<file path="src/rtl/bcd_counter_2d.sv">
// Two-digit BCD up/down counter (00-99) with clock-divider prescaler,
// start/stop toggle and parallel load. Digits are always valid BCD.
//
// Parameters:
//   DIV         clock cycles per count step (DIV >= 1)
// Ports:
//   clk         clock, all logic on rising edge
//   rst         synchronous active-high reset
//   start_stop  level input; each rising edge toggles run/stop
//   dir         1 = count up, 0 = count down (sampled on every step)
//   load        load digits from load_tens/load_units (values > 9 load 0)
//   load_tens   tens value for load
//   load_units  units value for load
//   tens        registered BCD tens digit
//   units       registered BCD units digit
//   running     high while in the running state
//   wrap        one-cycle pulse aligned with the digits after a 99<->00 step
module bcd_counter_2d #(
  parameter int unsigned DIV = 50_000_000
) (
  input  logic       clk,
  input  logic       rst,
  input  logic       start_stop,
  input  logic       dir,
  input  logic       load,
  input  logic [3:0] load_tens,
  input  logic [3:0] load_units,
  output logic [3:0] tens,
  output logic [3:0] units,
  output logic       running,
  output logic       wrap
);

  localparam int unsigned PW = (DIV > 1) ? $clog2(DIV) : 1;
  localparam logic [PW-1:0] PLast = PW'(DIV - 1);

  typedef enum logic [0:0] {StStopped, StRunning} state_e;

  state_e        state_q, state_d;
  logic          ss_q;
  logic [PW-1:0] pcnt_q, pcnt_d;
  logic [3:0]    tens_q, tens_d;
  logic [3:0]    units_q, units_d;
  logic          wrap_q, wrap_d;

  logic ss_edge;
  logic pcnt_last;
  logic step;

  function automatic logic [3:0] clamp_bcd(input logic [3:0] v);
    return (v > 4'd9) ? 4'd0 : v;
  endfunction

  always_comb begin
    ss_edge   = start_stop & ~ss_q;
    pcnt_last = (pcnt_q == PLast);
    // A toggle edge suppresses the step on the same edge; load discards it.
    step      = (state_q == StRunning) && pcnt_last && !ss_edge && !load;

    state_d = state_q;
    if (ss_edge) begin
      state_d = (state_q == StRunning) ? StStopped : StRunning;
    end

    // Prescaler only advances while running, so a pause keeps the phase.
    pcnt_d = pcnt_q;
    if (load) begin
      pcnt_d = '0;
    end else if (state_q == StRunning) begin
      pcnt_d = pcnt_last ? '0 : pcnt_q + PW'(1);
    end

    tens_d  = tens_q;
    units_d = units_q;
    wrap_d  = 1'b0;
    if (load) begin
      tens_d  = clamp_bcd(load_tens);
      units_d = clamp_bcd(load_units);
    end else if (step) begin
      if (dir) begin
        if (units_q == 4'd9) begin
          units_d = 4'd0;
          if (tens_q == 4'd9) begin
            tens_d = 4'd0;
            wrap_d = 1'b1;
          end else begin
            tens_d = tens_q + 4'd1;
          end
        end else begin
          units_d = units_q + 4'd1;
        end
      end else begin
        if (units_q == 4'd0) begin
          units_d = 4'd9;
          if (tens_q == 4'd0) begin
            tens_d = 4'd9;
            wrap_d = 1'b1;
          end else begin
            tens_d = tens_q - 4'd1;
          end
        end else begin
          units_d = units_q - 4'd1;
        end
      end
    end
  end

  always_ff @(posedge clk) begin
    if (rst) begin
      state_q <= StStopped;
      // Capture the live input so a level held through reset is not an edge.
      ss_q    <= start_stop;
      pcnt_q  <= '0;
      tens_q  <= 4'd0;
      units_q <= 4'd0;
      wrap_q  <= 1'b0;
    end else begin
      state_q <= state_d;
      ss_q    <= start_stop;
      pcnt_q  <= pcnt_d;
      tens_q  <= tens_d;
      units_q <= units_d;
      wrap_q  <= wrap_d;
    end
  end

  assign tens    = tens_q;
  assign units   = units_q;
  assign running = (state_q == StRunning);
  assign wrap    = wrap_q;

endmodule

</file>
<file path="config.mk">
export PLATFORM = sky130hd
export DESIGN_NAME = bcd_counter_2d
export DESIGN_NICKNAME = d
export VERILOG_FILES = /design/src/rtl/bcd_counter_2d.sv
export SDC_FILE = /design/constraint.sdc
export NUM_CORES = 1
export LEC_CHECK = 0
export BUFFER_PORTS_ARGS = -buffer_cell sky130_fd_sc_hd__buf_2
export CAP_MARGIN = 20
export CORE_MARGIN = 5
export CORE_UTILIZATION = 50
export DETAILED_ROUTE_END_ITERATION = 12
export PLACE_DENSITY = 0.76
export SLEW_MARGIN = 20
export SYNTH_ARGS = -nofsm -noshare
export SYNTH_HDL_FRONTEND = slang
export SYNTH_SLANG_ARGS = --single-unit
</file>
<file path="constraint.sdc">
create_clock -name clk -period 2.2 [get_ports clk]
set_input_delay 0.11 -clock clk [delete_from_list [all_inputs] [get_ports clk]]
set_output_delay 0.11 -clock clk [all_outputs]
set_load 0.02 [all_outputs]
</file>
-- Word-level counts from Yosys, hierarchy flattened
Cells that the tools add are included.
- add/subtract/negate cells: 5
- $mul: 0
- div/mod/pow operators: 0
- $lt $le $gt $ge: 2
- eq/ne operators: 4
- shift-type cells: 0
- muxes and demuxes: 21
- bitwise gates (word level): 3
- reduce and logical (&&, ||, !) cells: 12
- operators by type and width (operator ; count):
    two-way mux 4 bit ; 14
    adder 26 x 1 -> 26 bit, second input constant ; 1
    == test 26 bit, second input constant ; 1
    two-way mux 26 bit ; 1
    adder 4 x 1 -> 4 bit, second input constant ; 2
    == test 4 bit, second input constant ; 2
    > comparator 4 bit, second input constant ; 2
    logical NOT 4 bit ; 2
    subtractor 4 x 1 -> 4 bit, second input constant ; 2
    two-way mux 1 bit ; 6
    logical AND 1 bit ; 3
    != test 3 x 1 -> 1 bit, second input constant ; 1
    AND reduction 3 bit ; 1
    nonzero test 3 bit ; 1
    OR reduction 3 bit ; 1
    logical NOT 1 bit ; 2
    NOT 1 bit ; 2
    nonzero test 2 bit ; 1
    OR reduction 2 bit ; 1
    bitwise AND 1 bit ; 1
- register bits after elaboration: 37
- bits in latches: 0
- bits in writable memories: 0
- memory bits (read-only): 0
- input port bits: 13
- logic and storage cells: 53
- memories: 0

-- Logic depth before layout (Yosys ltp)
Gate-level depths: netlist (run 1).
- word-level depth: 7
- depth in mapped cells: 7
- depth with buffers taken out: 6

-- Worst setup path after synthesis (run 1)
No wires, ideal clock.
- kind: reg-to-reg
- start: register state_q, in the netlist running
- end: register tens_q[2], in the netlist tens[2]
- library setup time: 87 ps
- arrival: 1907 ps
- path slack: 206 ps
- stages on the path, launching flop included: 7
- path buffers: 1
- clock period less this slack: 1994 ps
- path through: dfxtp_1 -> buf_2 -> nand4_1 -> nor4b_4 -> o211ai_2 -> a2111o_1 -> o31ai_1
- longest elaborated chain between the ends: 5
- ends and longest elaborated chain (item ; line ; text):
    start: declaration ; 39 ; state_e state_q, state_d;
    start signal: assignment ; 110 ; state_q <= StStopped;
    start signal: assignment ; 118 ; state_q <= state_d;
    logical AND 1 bit (3 in a row) ; 58 ; step = (state_q == StRunning) && pcnt_last && !ss_edge && !load;
    nonzero test 2 bit (no line) ; - ;
    AND reduction 3 bit (no line) ; - ;
    end signal: assignment ; 121 ; tens_q <= tens_d;
    end: declaration ; 42 ; logic [3:0] tens_q, tens_d;
Every way passes these cells.
A chain may end at the register's enable or synchronous reset.

-- Worst setup path after layout (run 1)
- start: register pcnt_q[7]
- end: register tens_q[2], in the netlist tens[2]
- longest elaborated chain between the ends: 6
- ends and longest elaborated chain (item ; line ; text):
    start: declaration ; 41 ; logic [PW-1:0] pcnt_q, pcnt_d;
    start signal: assignment ; 120 ; pcnt_q <= pcnt_d;
    == test 26 bit ; 56 ; pcnt_last = (pcnt_q == PLast);
    logical AND 1 bit (3 in a row) ; 58 ;
    nonzero test 2 bit (no line) ; - ;
    AND reduction 3 bit (no line) ; - ;
Every way passes these cells.

==> out/qor.csv, run 1 <==
stage,metric,value,unit
floorplanning,design.die.area,0.005442,sq mm
logic_synthesis,ys_async_sr_fraction,0,
logic_synthesis,synth.distinct_cells,50,
final_layout,final_cell_mix,"sky130_fd_sc_hd__nor2_1, sky130_fd_sc_hd__dfxtp_1, sky130_fd_sc_hd__xor2_1",
timing,report.final.slew_viol_count,0,
logic_synthesis,synth_area,0.002033,sq mm
final_layout,numnets_final,280,
final_layout,num-fill-cells,352,
drt,drc,0,
floorplanning,start_util,0.5120,
pwr,power_frac_clock,0.351,
cts,cts_setup_buffers,0,
timing,worst_slack,143.8,ps
worst_setup_path,crit_path_start,pcnt_q[7]$_SDFFE_PP0P_,
worst_setup_path,setup.worst_path.end_class,flop,
logic_synthesis,postSynthRegisterBits,37,
pwr,power.density,581.5,mW/mm^2
logic_synthesis,synth_cells,245,
logic_synthesis,synthesis.nets,259,
floorplanning,num_io_pins,23,
pwr,switching_share_of_power,0.2539,
pwr,cell_internal_pwr,1.000,mW
drt,route.antenna.remaining_nets,0,
timing,clock-skew-final,6.552,ps
drt,detailedRoute.firstPassIterationCount,4,
worst_hold_path,hp-class,in -> reg,
cts,sink_count,37,
worst_hold_path,hold_depth,3,
worst_setup_path,crit_path_end,tens[2]$_SDFFE_PP0P_,
final_layout,antennaDiodeCount,0,
logic_synthesis,ys.flop_type,sky130_fd_sc_hd__dfxtp_1,
worst_setup_path,reg2reg_setup_slack,140,ps
timing,min_period,2056,ps
worst_setup_path,worst_r2r_startpoint,pcnt_q[7]$_SDFFE_PP0P_,
worst_setup_path,worstPathMaxFanout,6,
drt,detailroute.wirelength.met2,2.054,mm
cts,clock_tree.root_cell,sky130_fd_sc_hd__clkbuf_8,
placement,dp_hpwl,3.076,mm
drt,dr.first_iter.drc_count,76,
worst_setup_path,criticalPathCategory,reg -> reg,
placement,place_worst_setup_slack,110.0,ps
pwr,share_seq_of_total_power,0.526,
timing,grt_setup_unrepaired,no,
logic_synthesis,synth_sequential_area_ratio,0.3643,
placement,gpl.final_weighted_congestion,0.8403,
pwr,ir_drop,0.0003798,V
worst_setup_path,required,2400,ps
global_route,grt_util_all_layers,0.1706,
drt,postRouteWirelength,4.268,mm
status,run_status,"finished, final reports clean",
cts,cts_buffers,5,
drt,wire_length_on_met3,176,um
timing,final-setup-viol-count,0,
timing,fin_hold_viols,0,
global_route,number_of_antenna_violations_at_the_first_check_in_global_routing,0,
floorplanning,core_area,0.003971,sq mm
job,max_cap_violations,0,
timing,max_clock_freq,0.4863,GHz
drt,wirelength_met1,1.971,mm
worst_setup_path,critical_path.reg2reg.endpoint,tens[2]$_SDFFE_PP0P_,
final_layout,area_added_between_synthesis_and_finish,13.42,%
cts,h-tree-depth,2,
global_route,grt_overflow_total,0,
drt,routed_via_count_divided_by_cell_count,5.585,
global_route,grt_pass1_wl,7.410,mm
timing,worstMarginPinSlew,501.9,ps
final_layout,drive_gt1_frac,0.1654,
timing,setup_tns,0,ps
worst_setup_path,number_of_cell_instances_on_the_worst_register_to_register_path,5,
drt,routedWlPerCell,13.51,um
global_route,grt_pass1_vias,1694,
global_route,grt_max_degree,27,
timing,period_share,0.9347,
worst_setup_path,critPathArrivalTime,2260,ps
pwr,leakage_power_total,0.8683,nW
floorplanning,chipWidth,73.77,um
pwr,comb_power_share,0.122,
logic_synthesis,yosys_warnings,0,
drt,routed.top_layer,met4,
logic_synthesis,synthesis.area_per_instance,8.299,sq um
worst_setup_path,timing.critical_path.from_type,flop,
floorplanning,rows,23,
drt,count_of_vias_placed_by_the_detailed_router,1765,
floorplanning,die_h,73.77,um
cts,worst_setup_hold_path_clk_slew,70,ps
logic_synthesis,synth_edf_count,0,
cts,cts.path.max_buffers,2,
placement,placement.io_buffers,22,
cts,tritoncts,done,
timing,slew_headroom,0.6623,
pwr,total_switching_power,340.4,uW
cts,clkLatencyLatePin,290,ps
-- cells in the mapped netlist (3+ instances only) --
cell                       count  area [sq um]
sky130_fd_sc_hd__dfxtp_1      37         740.7
sky130_fd_sc_hd__nor2_1       37         138.9
sky130_fd_sc_hd__xor2_1       23         201.4
sky130_fd_sc_hd__nand2_1      15         56.30
sky130_fd_sc_hd__clkbuf_1     11         41.29
sky130_fd_sc_hd__a21oi_1      10         50.05
sky130_fd_sc_hd__nand3_1      10         50.05
sky130_fd_sc_hd__nand4_1      10         62.56
sky130_fd_sc_hd__o21ai_0      10         50.05
sky130_fd_sc_hd__and3_1        7         43.79
sky130_fd_sc_hd__nor3_1        7         35.03
sky130_fd_sc_hd__xnor2_1       7         61.31
sky130_fd_sc_hd__inv_1         6         22.52
sky130_fd_sc_hd__a211oi_1      5         37.54
sky130_fd_sc_hd__a31oi_1       3         18.77
sky130_fd_sc_hd__buf_2         3         15.01
sky130_fd_sc_hd__nand2b_1      3         18.77
-- logic make-up (layout without fill, tap and decap cells) --
group,after synthesis,count (layout),synth area share
xor gates and xnor gates,30,30,0.1292
DFF,37,37,0.3643
and+or+nand+nor,109,109,0.2972
adders and majority gates,1,1,0.006153
muxes,2,2,0.009847
buffers and inverters,22,43,0.04246
AOI/OAI and AO/OA,44,44,0.1508
-- metrics by stage --
stage | hold WS [ps] | instances | cell area [sq um] | power [mW] | util
2_1_floorplan | 137.7 | 245 | 2033 | 0.8304 | -
3_3_place_gp | 222.8 | 308 | 2203 | 0.8797 | 0.5548
3_5_place_dp | 231.0 | 308 | 2203 | 0.8824 | 0.5548
4_1_cts | 94.03 | 316 | 2300 | 1.351 | 0.5791
5_1_grt | 105.0 | 316 | 2306 | 1.396 | 0.5807
6_report | 112.6 | 316 | 2306 | 1.341 | 0.5807
-- worst max-delay path, cell delays in order, from the launching register on --
cell and delay [ps]:
sky130_fd_sc_hd__dfxtp_1 370, sky130_fd_sc_hd__or4_4 540, sky130_fd_sc_hd__nor4_4 370, sky130_fd_sc_hd__o211ai_2 200, sky130_fd_sc_hd__a2111o_1 440, sky130_fd_sc_hd__o31ai_1 60
-- repair_timing --
| action | in CTS | in global routing |
|---|---|---|
| endpoints found under the setup margin | 0 | 1 |
| hold buffers | 1 | 0 |
| endpoints found under the hold margin | 1 | 0 |
| gates resized for setup | 0 | 1 |
-- how the worst min path moves through the flow --
stage,from,slack (ps),end
3_3_place_gp,start_stop,220,ss_q$_DFF_P_
2_1_floorplan,start_stop,140,ss_q$_DFF_P_
5_1_grt,load_tens[0],110,tens[0]$_SDFFE_PP0P_
3_5_place_dp,start_stop,230,ss_q$_DFF_P_
4_1_cts,load_tens[0],90,tens[0]$_SDFFE_PP0P_
6_report,load_tens[0],110,tens[0]$_SDFFE_PP0P_
-- layer usage --
layer	global-route usage	vias to the layer above
li1	-	914
met1	0.2086	815
met2	0.2923	28
met3	0.03420	8
met4	0.06439	0
met5	0	-
-- power by group through the flow --
stage / logic, mW / clock network (mW) / registers, mW
2_1_floorplan: 0.110 / 0 / 0.720
3_3_place_gp: 0.161 / 0 / 0.719
3_5_place_dp: 0.163 / 0 / 0.720
4_1_cts: 0.164 / 0.482 / 0.705
5_1_grt: 0.183 / 0.505 / 0.707
6_report: 0.164 / 0.471 / 0.705
-- sequential cells by signal, indices dropped and copies added, names as in the netlist --
signal	cells
units	4
ss_q	1
wrap	1
running	1
tens	4
pcnt_q	26
-- layout make-up --
type | count | area [sq um] | area share
clock buffer | 7 | 86.33 | 0.03744
inverter | 7 | 26.28 | 0.01139
multi-input combinational | 186 | 1212 | 0.5258
sequential | 37 | 740.7 | 0.3212
tap | 50 | 62.56 | 0.02713
timing repair buffer | 29 | 177.7 | 0.07705
(Power assumes the default switching activity.)
==> run 2: changes to the inputs <==
--- a/config.mk
+++ b/config.mk
@@ -11,6 +11,7 @@
 export CORE_UTILIZATION = 50
 export DETAILED_ROUTE_END_ITERATION = 12
 export PLACE_DENSITY = 0.76
+export REMOVE_ABC_BUFFERS = 1
 export SLEW_MARGIN = 20
 export SYNTH_ARGS = -nofsm -noshare
 export SYNTH_HDL_FRONTEND = slang
==> run 2 against run 1 <==
Compared with the run above: sequential share of layout area down 0.67 points; final cell count grew 0.63%; setup slack better by 14 ps; non-clock buffer count is 1 higher; routed wire length shrank 1.6%.
==> out/qor.csv, run 2 (synthesis gave the netlist of run 1 again) <==
stage,metric,value,unit
placement,dpl.cell_count,309,
final_layout,area_added_between_synthesis_and_finish,15.82,%
final_layout,layoutNonFillerInstCount,318,
timing,final-setup-viol-count,0,
final_layout,antennaDiodeCount,0,
drt,routed_via_count_divided_by_cell_count,5.572,
pwr,power.density,661.4,mW/mm^2
pwr,leakage_power_total,0.8975,nW
timing,period_share,0.9281,
pwr,cell_internal_pwr,1.200,mW
final_layout,largest_reg_flops,26,
timing,clock-skew-final,5.105,ps
floorplanning,chipWidth,73.77,um
worst_setup_path,reg2reg_setup_slack,160,ps
pwr,ir_drop,0.0005993,V
placement,dp_hpwl,3.033,mm
pwr,power_frac_clock,0.445,
global_route,grt_util_all_layers,0.1727,
floorplanning,core_area,0.003971,sq mm
drt,postRouteWirelength,4.198,mm
global_route,grt_max_degree,27,
worst_setup_path,criticalPathCategory,reg -> reg,
drt,dr.first_iter.drc_count,165,
drt,detailedRoute.firstPassIterationCount,4,
timing,worstMarginPinSlew,433.1,ps
global_route,grt_pass1_vias,1632,
timing,report.final.slew_viol_count,0,
pwr,switching_share_of_power,0.2292,
worst_setup_path,cp_num_buf_inv,0,
global_route,grt_overflow_total,0,
worst_setup_path,timing.critical_path.max_delay_family,simple AND/OR/NAND/NOR gates,
cts,clock_tree.root_cell,sky130_fd_sc_hd__clkbuf_8,
final_layout,registers.top_by_ff_count,pcnt_q,
pwr,total_switching_power,356.9,uW
cts,worst_setup_hold_path_clk_slew,70,ps
worst_setup_path,cp_slowest_cell,sky130_fd_sc_hd__or4_4,
drt,routedWlPerCell,13.20,um
drt,route.antenna.remaining_nets,0,
final_layout,final_area,0.002355,sq mm
final_layout,numnets_final,281,
worst_setup_path,timing.critical_path.from_type,flop,
job,max_cap_violations,0,
worst_setup_path,timing.critical_path.slowest_cell_delay,550,ps
worst_setup_path,critPathArrivalTime,2250,ps
floorplanning,design.die.area,0.005442,sq mm
timing,min_period,2042,ps
pwr,share_seq_of_total_power,0.453,
floorplanning,start_util,0.5120,
final_layout,drive_gt1_frac,0.1716,
cts,post_cts_resized,0,
global_route,number_of_antenna_violations_at_the_first_check_in_global_routing,0,
worst_hold_path,hold_end,tens[0]$_SDFFE_PP0P_,
worst_hold_path,hold_depth,3,
floorplanning,num_io_pins,23,
floorplanning,die_h,73.77,um
placement,dpl_cell_area,0.002211,sq mm
worst_hold_path,hp-class,in -> reg,
cts,cts_buffers,5,
pwr,comb_power_share,0.102,
drt,count_of_vias_placed_by_the_detailed_router,1772,
worst_hold_path,holdCritStartpoint,load_tens[0],
worst_setup_path,required,2410,ps
final_layout,final_cell_mix,"sky130_fd_sc_hd__nor2_1, sky130_fd_sc_hd__dfxtp_1, sky130_fd_sc_hd__xor2_1",
cts,clkLatencyLatePin,290,ps
placement,placement.io_buffers,22,
timing,setup_tns,0,ps
cts,tritoncts,done,
timing,whs,90.75,ps
worst_setup_path,worstPathMaxFanout,5,
worst_setup_path,number_of_cell_instances_on_the_worst_register_to_register_path,5,
worst_setup_path,critical_path.reg2reg.endpoint,tens[2]$_SDFFE_PP0P_,
final_layout,finalCoreUtilization,0.5929,
drt,drc,0,
timing,grt_setup_unrepaired,no,
timing,fin_hold_viols,0,
global_route,grt_pass1_wl,7.272,mm
status,run_status,"finished, final reports clean",
timing,max_clock_freq,0.4898,GHz
cts,sink_count,37,
placement,gpl.final_weighted_congestion,0.7766,
cts,cts.path.max_buffers,2,
floorplanning,rows,23,
worst_setup_path,worst_r2r_startpoint,pcnt_q[24]$_SDFFE_PP0P_,
worst_setup_path,setup.worst_path.end_class,flop,
timing,slew_headroom,0.7109,
cts,h-tree-depth,2,
worst_setup_path,timing.critical_path.cells,"or4_4, nor4_4, o211ai_2, a2111o_1, o31ai_1",
==> run 2: changes by cell type in the layout (fill, tap and decap cells not counted), sizes merged <==
| cell | before | now |
|---|---|---|
| buf | 28 | 29 |
| bufinv | 0 | 2 |
| clkbuf | 7 | 5 |
| clkinv | 1 | 2 |
==> run 2: stage by stage <==
step,setup WS [ps],total power [mW]
finish,158.2,1.557
detailed placement,159.6,0.8798
CTS,142.5,1.573
global route,8.345,1.627
floorplan,172.5,0.8148
global placement,196.8,0.8771
==> run 2: worst max path at each step <==
stage / from / end / slack, ps / cells past startpoint
6_report: pcnt_q[24]$_SDFFE_PP0P_ / tens[2]$_SDFFE_PP0P_ / 160 / 5
5_1_grt: pcnt_q[0]$_SDFFE_PP0P_ / units[1]$_SDFFE_PP0P_ / 8 / 6
4_1_cts: pcnt_q[0]$_SDFFE_PP0P_ / tens[2]$_SDFFE_PP0P_ / 140 / 6
3_5_place_dp: pcnt_q[0]$_SDFFE_PP0P_ / tens[2]$_SDFFE_PP0P_ / 160 / 6
3_3_place_gp: pcnt_q[24]$_SDFFE_PP0P_ / tens[2]$_SDFFE_PP0P_ / 200 / 5
2_1_floorplan: pcnt_q[7]$_SDFFE_PP0P_ / pcnt_q[0]$_SDFFE_PP0P_ / 170 / 5
==> run 2: final cells by class <==
| type | instances | area, sq um |
|---|---|---|
| multi-input cells | 186 | 1206 |
| fillers | 371 | 1617 |
| repair buffers | 30 | 185.2 |
| flip-flops and latches | 37 | 740.7 |
| well taps | 50 | 62.56 |
| clock inverters | 3 | 65.06 |
| clock buffers | 5 | 68.82 |
| inverters | 7 | 26.28 |
==> run 2: tightest hold or removal path, stage by stage <==
cell and delay (ps):
sky130_fd_sc_hd__buf_2 70, sky130_fd_sc_hd__o2111ai_1 100, sky130_fd_sc_hd__o31ai_1 70
==> run 2: layer usage <==
layer,up-vias,part of all wire,GRT usage
met5,-,0,0
met4,0,0.014,0.06036
met3,5,0.062,0.05198
met2,40,0.46,0.2785
met1,808,0.46,0.2173
li1,919,-,-
==> run 2: power by group through the flow <==
stage	logic, mW	registers, mW	clock network, mW
after floorplan	0.0796	0.735	0
after global placement	0.156	0.721	0
after detailed placement	0.159	0.721	0
after CTS	0.161	0.705	0.707
after global routing	0.179	0.709	0.739
final	0.159	0.706	0.692
==> run 2: what timing repair did <==
item                                   in CTS  in global routing
endpoints found under the hold margin       1                  0
setup endpoints to repair                   0                  2
setup buffers                               0                  0
hold buffers                                1                  0
==> run 3: changes to the inputs <==
--- a/config.mk
+++ b/config.mk
@@ -5,12 +5,13 @@
 export SDC_FILE = /design/constraint.sdc
 export NUM_CORES = 1
 export LEC_CHECK = 0
+export ABC_AREA = 1
 export BUFFER_PORTS_ARGS = -buffer_cell sky130_fd_sc_hd__buf_2
 export CAP_MARGIN = 20
 export CORE_MARGIN = 5
 export CORE_UTILIZATION = 50
 export DETAILED_ROUTE_END_ITERATION = 12
-export PLACE_DENSITY = 0.76
+export PLACE_DENSITY = 0.75
 export REMOVE_ABC_BUFFERS = 1
 export SLEW_MARGIN = 20
 export SYNTH_ARGS = -nofsm -noshare
==> run 3 against run 2 <==
Compared with the run above: first-iteration DRC count fell by 33%; via count is 20% higher; global-route usage increased by 0.073 points; cell area grew 4.2%; die area is 6.8% higher; fmax up 18%; hold slack improved by 99 ps; power decreased by 13%.
==> out/qor.csv, run 3 <==
stage,metric,value,unit
status,run_status,"finished, final reports clean",
worst_setup_path,cp_slowest_cell,sky130_fd_sc_hd__dfxtp_1,
timing,clock-skew-final,8.167,ps
worst_hold_path,hold_depth,5,
drt,routedWlPerCell,11.48,um
final_layout,ff_latch_area,740.7,sq um
worst_setup_path,cp_num_buf_inv,1,
worst_setup_path,cpMostUsedCell,sky130_fd_sc_hd__nand2_1,
cts,clkLatencyLatePin,290,ps
cts,cts_buffers,5,
drt,dr.first_iter.drc_count,110,
timing,setup_tns,0,ps
timing,worstMarginPinSlew,377.8,ps
worst_setup_path,worst_r2r_startpoint,pcnt_q[0]$_SDFFE_PP0P_,
final_layout,numnets_final,379,
pwr,leakage_power_total,1.127,nW
timing,report.final.slew_viol_count,0,
logic_synthesis,synth_edf_count,0,
pwr,switching_share_of_power,0.2883,
logic_synthesis,yosys_warnings,0,
worst_hold_path,hp-class,in -> reg,
worst_setup_path,required,2380,ps
cts,clock_tree.root_cell,sky130_fd_sc_hd__clkbuf_8,
worst_setup_path,timing.critical_path.slowest_cell_delay,370,ps
cts,worst_setup_hold_path_clk_slew,80,ps
placement,dp_hpwl,3.691,mm
cts,tritoncts,done,
logic_synthesis,synth_cells,337,
pwr,power_frac_clock,0.345,
logic_synthesis,cell_accounting_for_the_most_synthesized_area,sky130_fd_sc_hd__dfxtp_1,
logic_synthesis,synth_area,0.002195,sq mm
global_route,number_of_antenna_violations_at_the_first_check_in_global_routing,0,
worst_setup_path,setup.worst_path.end_class,flop,
global_route,grt_pass1_vias,2007,
worst_setup_path,crit_path_end,pcnt_q[14]$_SDFFE_PP0P_,
floorplanning,chipWidth,76.25,um
floorplanning,num_io_pins,23,
cts,cts.path.max_buffers,2,
final_layout,drive_gt1_frac,0.1585,
final_layout,registers.top_by_ff_count,pcnt_q,
worst_setup_path,crit_path_start,pcnt_q[0]$_SDFFE_PP0P_,
cts,h-tree-depth,2,
pwr,power.density,554.2,mW/mm^2
logic_synthesis,postSynthRegisterBits,37,
job,max_cap_violations,0,
timing,whs,189.4,ps
cts,cts_setup_buffers,0,
worst_setup_path,number_of_cell_instances_on_the_worst_register_to_register_path,10,
logic_synthesis,post_synth_main_area_contributors,"sky130_fd_sc_hd__dfxtp_1, sky130_fd_sc_hd__nand2_1, sky130_fd_sc_hd__nor2_1",
worst_setup_path,timing.critical_path.from_type,flop,
worst_setup_path,timing.critical_path.max_delay_family,simple AND/OR/NAND/NOR gates,
final_layout,layout.cells.most_common,sky130_fd_sc_hd__nand2_1,
timing,max_clock_freq,0.5786,GHz
floorplanning,rows,24,
logic_synthesis,synth_common_cells,"sky130_fd_sc_hd__nand2_1, sky130_fd_sc_hd__nor2_1, sky130_fd_sc_hd__inv_1",
drt,postRouteWirelength,4.797,mm
floorplanning,core_area,0.004294,sq mm
timing,min_period,1728,ps
timing,grt_setup_unrepaired,no,
timing,period_share,0.7856,
timing,final-setup-viol-count,0,
floorplanning,design.die.area,0.005814,sq mm
worst_setup_path,critical_path.reg2reg.endpoint,pcnt_q[14]$_SDFFE_PP0P_,
worst_setup_path,reg2reg_setup_slack,470,ps
placement,placement.io_buffers,22,
drt,drc,0,
timing,fin_hold_viols,0,
timing,worst_slack,471.6,ps
final_layout,multiInputGateArea,0.001254,sq mm
global_route,grt_util_all_layers,0.1734,
logic_synthesis,synth_sequential_area_ratio,0.3375,
worst_setup_path,count_of_cell_instances_traversed_by_the_critical_path,10,
final_layout,area_added_between_synthesis_and_finish,11.80,%
global_route,grt_pass1_wl,8.583,mm
logic_synthesis,synthesis.area_per_instance,6.512,sq um
timing,slew_headroom,0.7472,
placement,gpl.final_weighted_congestion,0.9224,
drt,detailedRoute.firstPassIterationCount,4,
drt,route.antenna.remaining_nets,0,
pwr,share_seq_of_total_power,0.520,
worst_setup_path,worstPathMaxFanout,10,
placement,place_worst_setup_slack,490.9,ps
logic_synthesis,ys.flop_type,sky130_fd_sc_hd__dfxtp_1,
final_layout,final_cell_mix,"sky130_fd_sc_hd__nand2_1, sky130_fd_sc_hd__nor2_1, sky130_fd_sc_hd__inv_1",
drt,count_of_vias_placed_by_the_detailed_router,2129,
cts,sink_count,37,
logic_synthesis,ys_async_sr_fraction,0,
global_route,grt_max_degree,16,
pwr,cell_internal_pwr,967.8,uW
logic_synthesis,synthMostInstantiatedCell,sky130_fd_sc_hd__nand2_1,
worst_setup_path,timing.critical_path.cells,"ha_1, nand2_1, nor2_1, nand2_1, nor2_1, nand2_1, nand2_1, inv_2, o21ai_1, nor2_1",
logic_synthesis,share_of_the_synthesized_area_in_the_top_cell_type,0.3375,
global_route,grt_overflow_total,0,
drt,routed_via_count_divided_by_cell_count,5.093,
worst_setup_path,criticalPathCategory,reg -> reg,
pwr,comb_power_share,0.134,
pwr,power,1.360,mW
final_layout,num-fill-cells,422,
floorplanning,start_util,0.5111,
final_layout,antennaDiodeCount,0,
logic_synthesis,synth.distinct_cells,33,
pwr,total_switching_power,392.0,uW
worst_setup_path,critPathArrivalTime,1910,ps
floorplanning,die_h,76.25,um
final_layout,largest_reg_flops,26,
final_layout,finalCoreUtilization,0.5714,
pwr,ir_drop,0.0002394,V
[run 3: cell types whose count changed in the layout (fill, tap and decap cells not counted), moves of 6 or more]
cell and change:
sky130_fd_sc_hd__nand2_1 +58, sky130_fd_sc_hd__inv_1 +35, sky130_fd_sc_hd__nor2_1 +28, sky130_fd_sc_hd__nand3_1 +20, sky130_fd_sc_hd__xor2_1 -15, sky130_fd_sc_hd__and3_1 -7
sky130_fd_sc_hd__a21oi_1 +6, sky130_fd_sc_hd__inv_2 +6, sky130_fd_sc_hd__nor2_4 +6
[run 3: per-stage QoR]
step | std cells | cell area [sq um]
3_5_place_dp | 409 | 2357
5_1_grt | 418 | 2454
6_report | 418 | 2454
2_1_floorplan | 334 | 2175
3_3_place_gp | 409 | 2357
4_1_cts | 418 | 2454
[run 3: cells by family (layout without fill, tap and decap cells)]
group,count (synthesis),after routing,share of synthesized area
AO/OA/AOI/OAI,34,34,0.08609
XOR/XNOR,10,10,0.03991
adder cells (fa/ha/maj),1,1,0.005700
buffers and inverters,51,80,0.09121
flip-flops,37,37,0.3375
AND/OR/NAND/NOR,204,204,0.4396
[run 3: power groups by stage]
stage / Combinational, mW / Clock, mW / Sequential (mW)
4_1_cts: 0.183 / 0.476 / 0.707
5_1_grt: 0.207 / 0.505 / 0.710
3_3_place_gp: 0.178 / 0 / 0.723
6_report: 0.183 / 0.470 / 0.707
2_1_floorplan: 0.110 / 0 / 0.734
3_5_place_dp: 0.181 / 0 / 0.722
[run 3: area by class of cell]
type                    count  share of cell area
clock buffers               5             0.02805
repair buffers             24             0.05201
inverters                  48             0.07343
flip-flops and latches     37              0.3019
clock inverters             3            0.007139
multi-input cells         249              0.5110
well taps                  52             0.02652
[run 3: worst reg2reg max path, delay by kind of cell (launching register included)]
kind | cells | cell delay (ps)
simple gates | 7 | 730
flops | 1 | 370
fa+ha+maj | 1 | 230
buf+inv | 1 | 170
compound gates | 1 | 120
[run 3: how the worst min path moves through the flow]
stage                   from                     to  slack, ps
6_report       load_units[0]  units[0]$_SDFFE_PP0P_        190
5_1_grt        load_units[0]  units[0]$_SDFFE_PP0P_        230
4_1_cts        load_units[0]  units[0]$_SDFFE_PP0P_        190
3_5_place_dp      start_stop           ss_q$_DFF_P_        230
3_3_place_gp      start_stop           ss_q$_DFF_P_        230
2_1_floorplan     start_stop           ss_q$_DFF_P_        140
[run 3: timing repair]
item / in CTS / in global routing
gates resized for setup: 0 / 0
endpoints found under the hold margin: 1 / 0
hold buffers: 1 / 0
[run 3: routing by layer]
layer,up-vias,GRT usage,part of all wire
li1,1119,-,-
met3,7,0.03310,0.045
met2,54,0.3039,0.48
met1,949,0.2114,0.47
met4,0,0.05594,0.013
met5,-,0,0
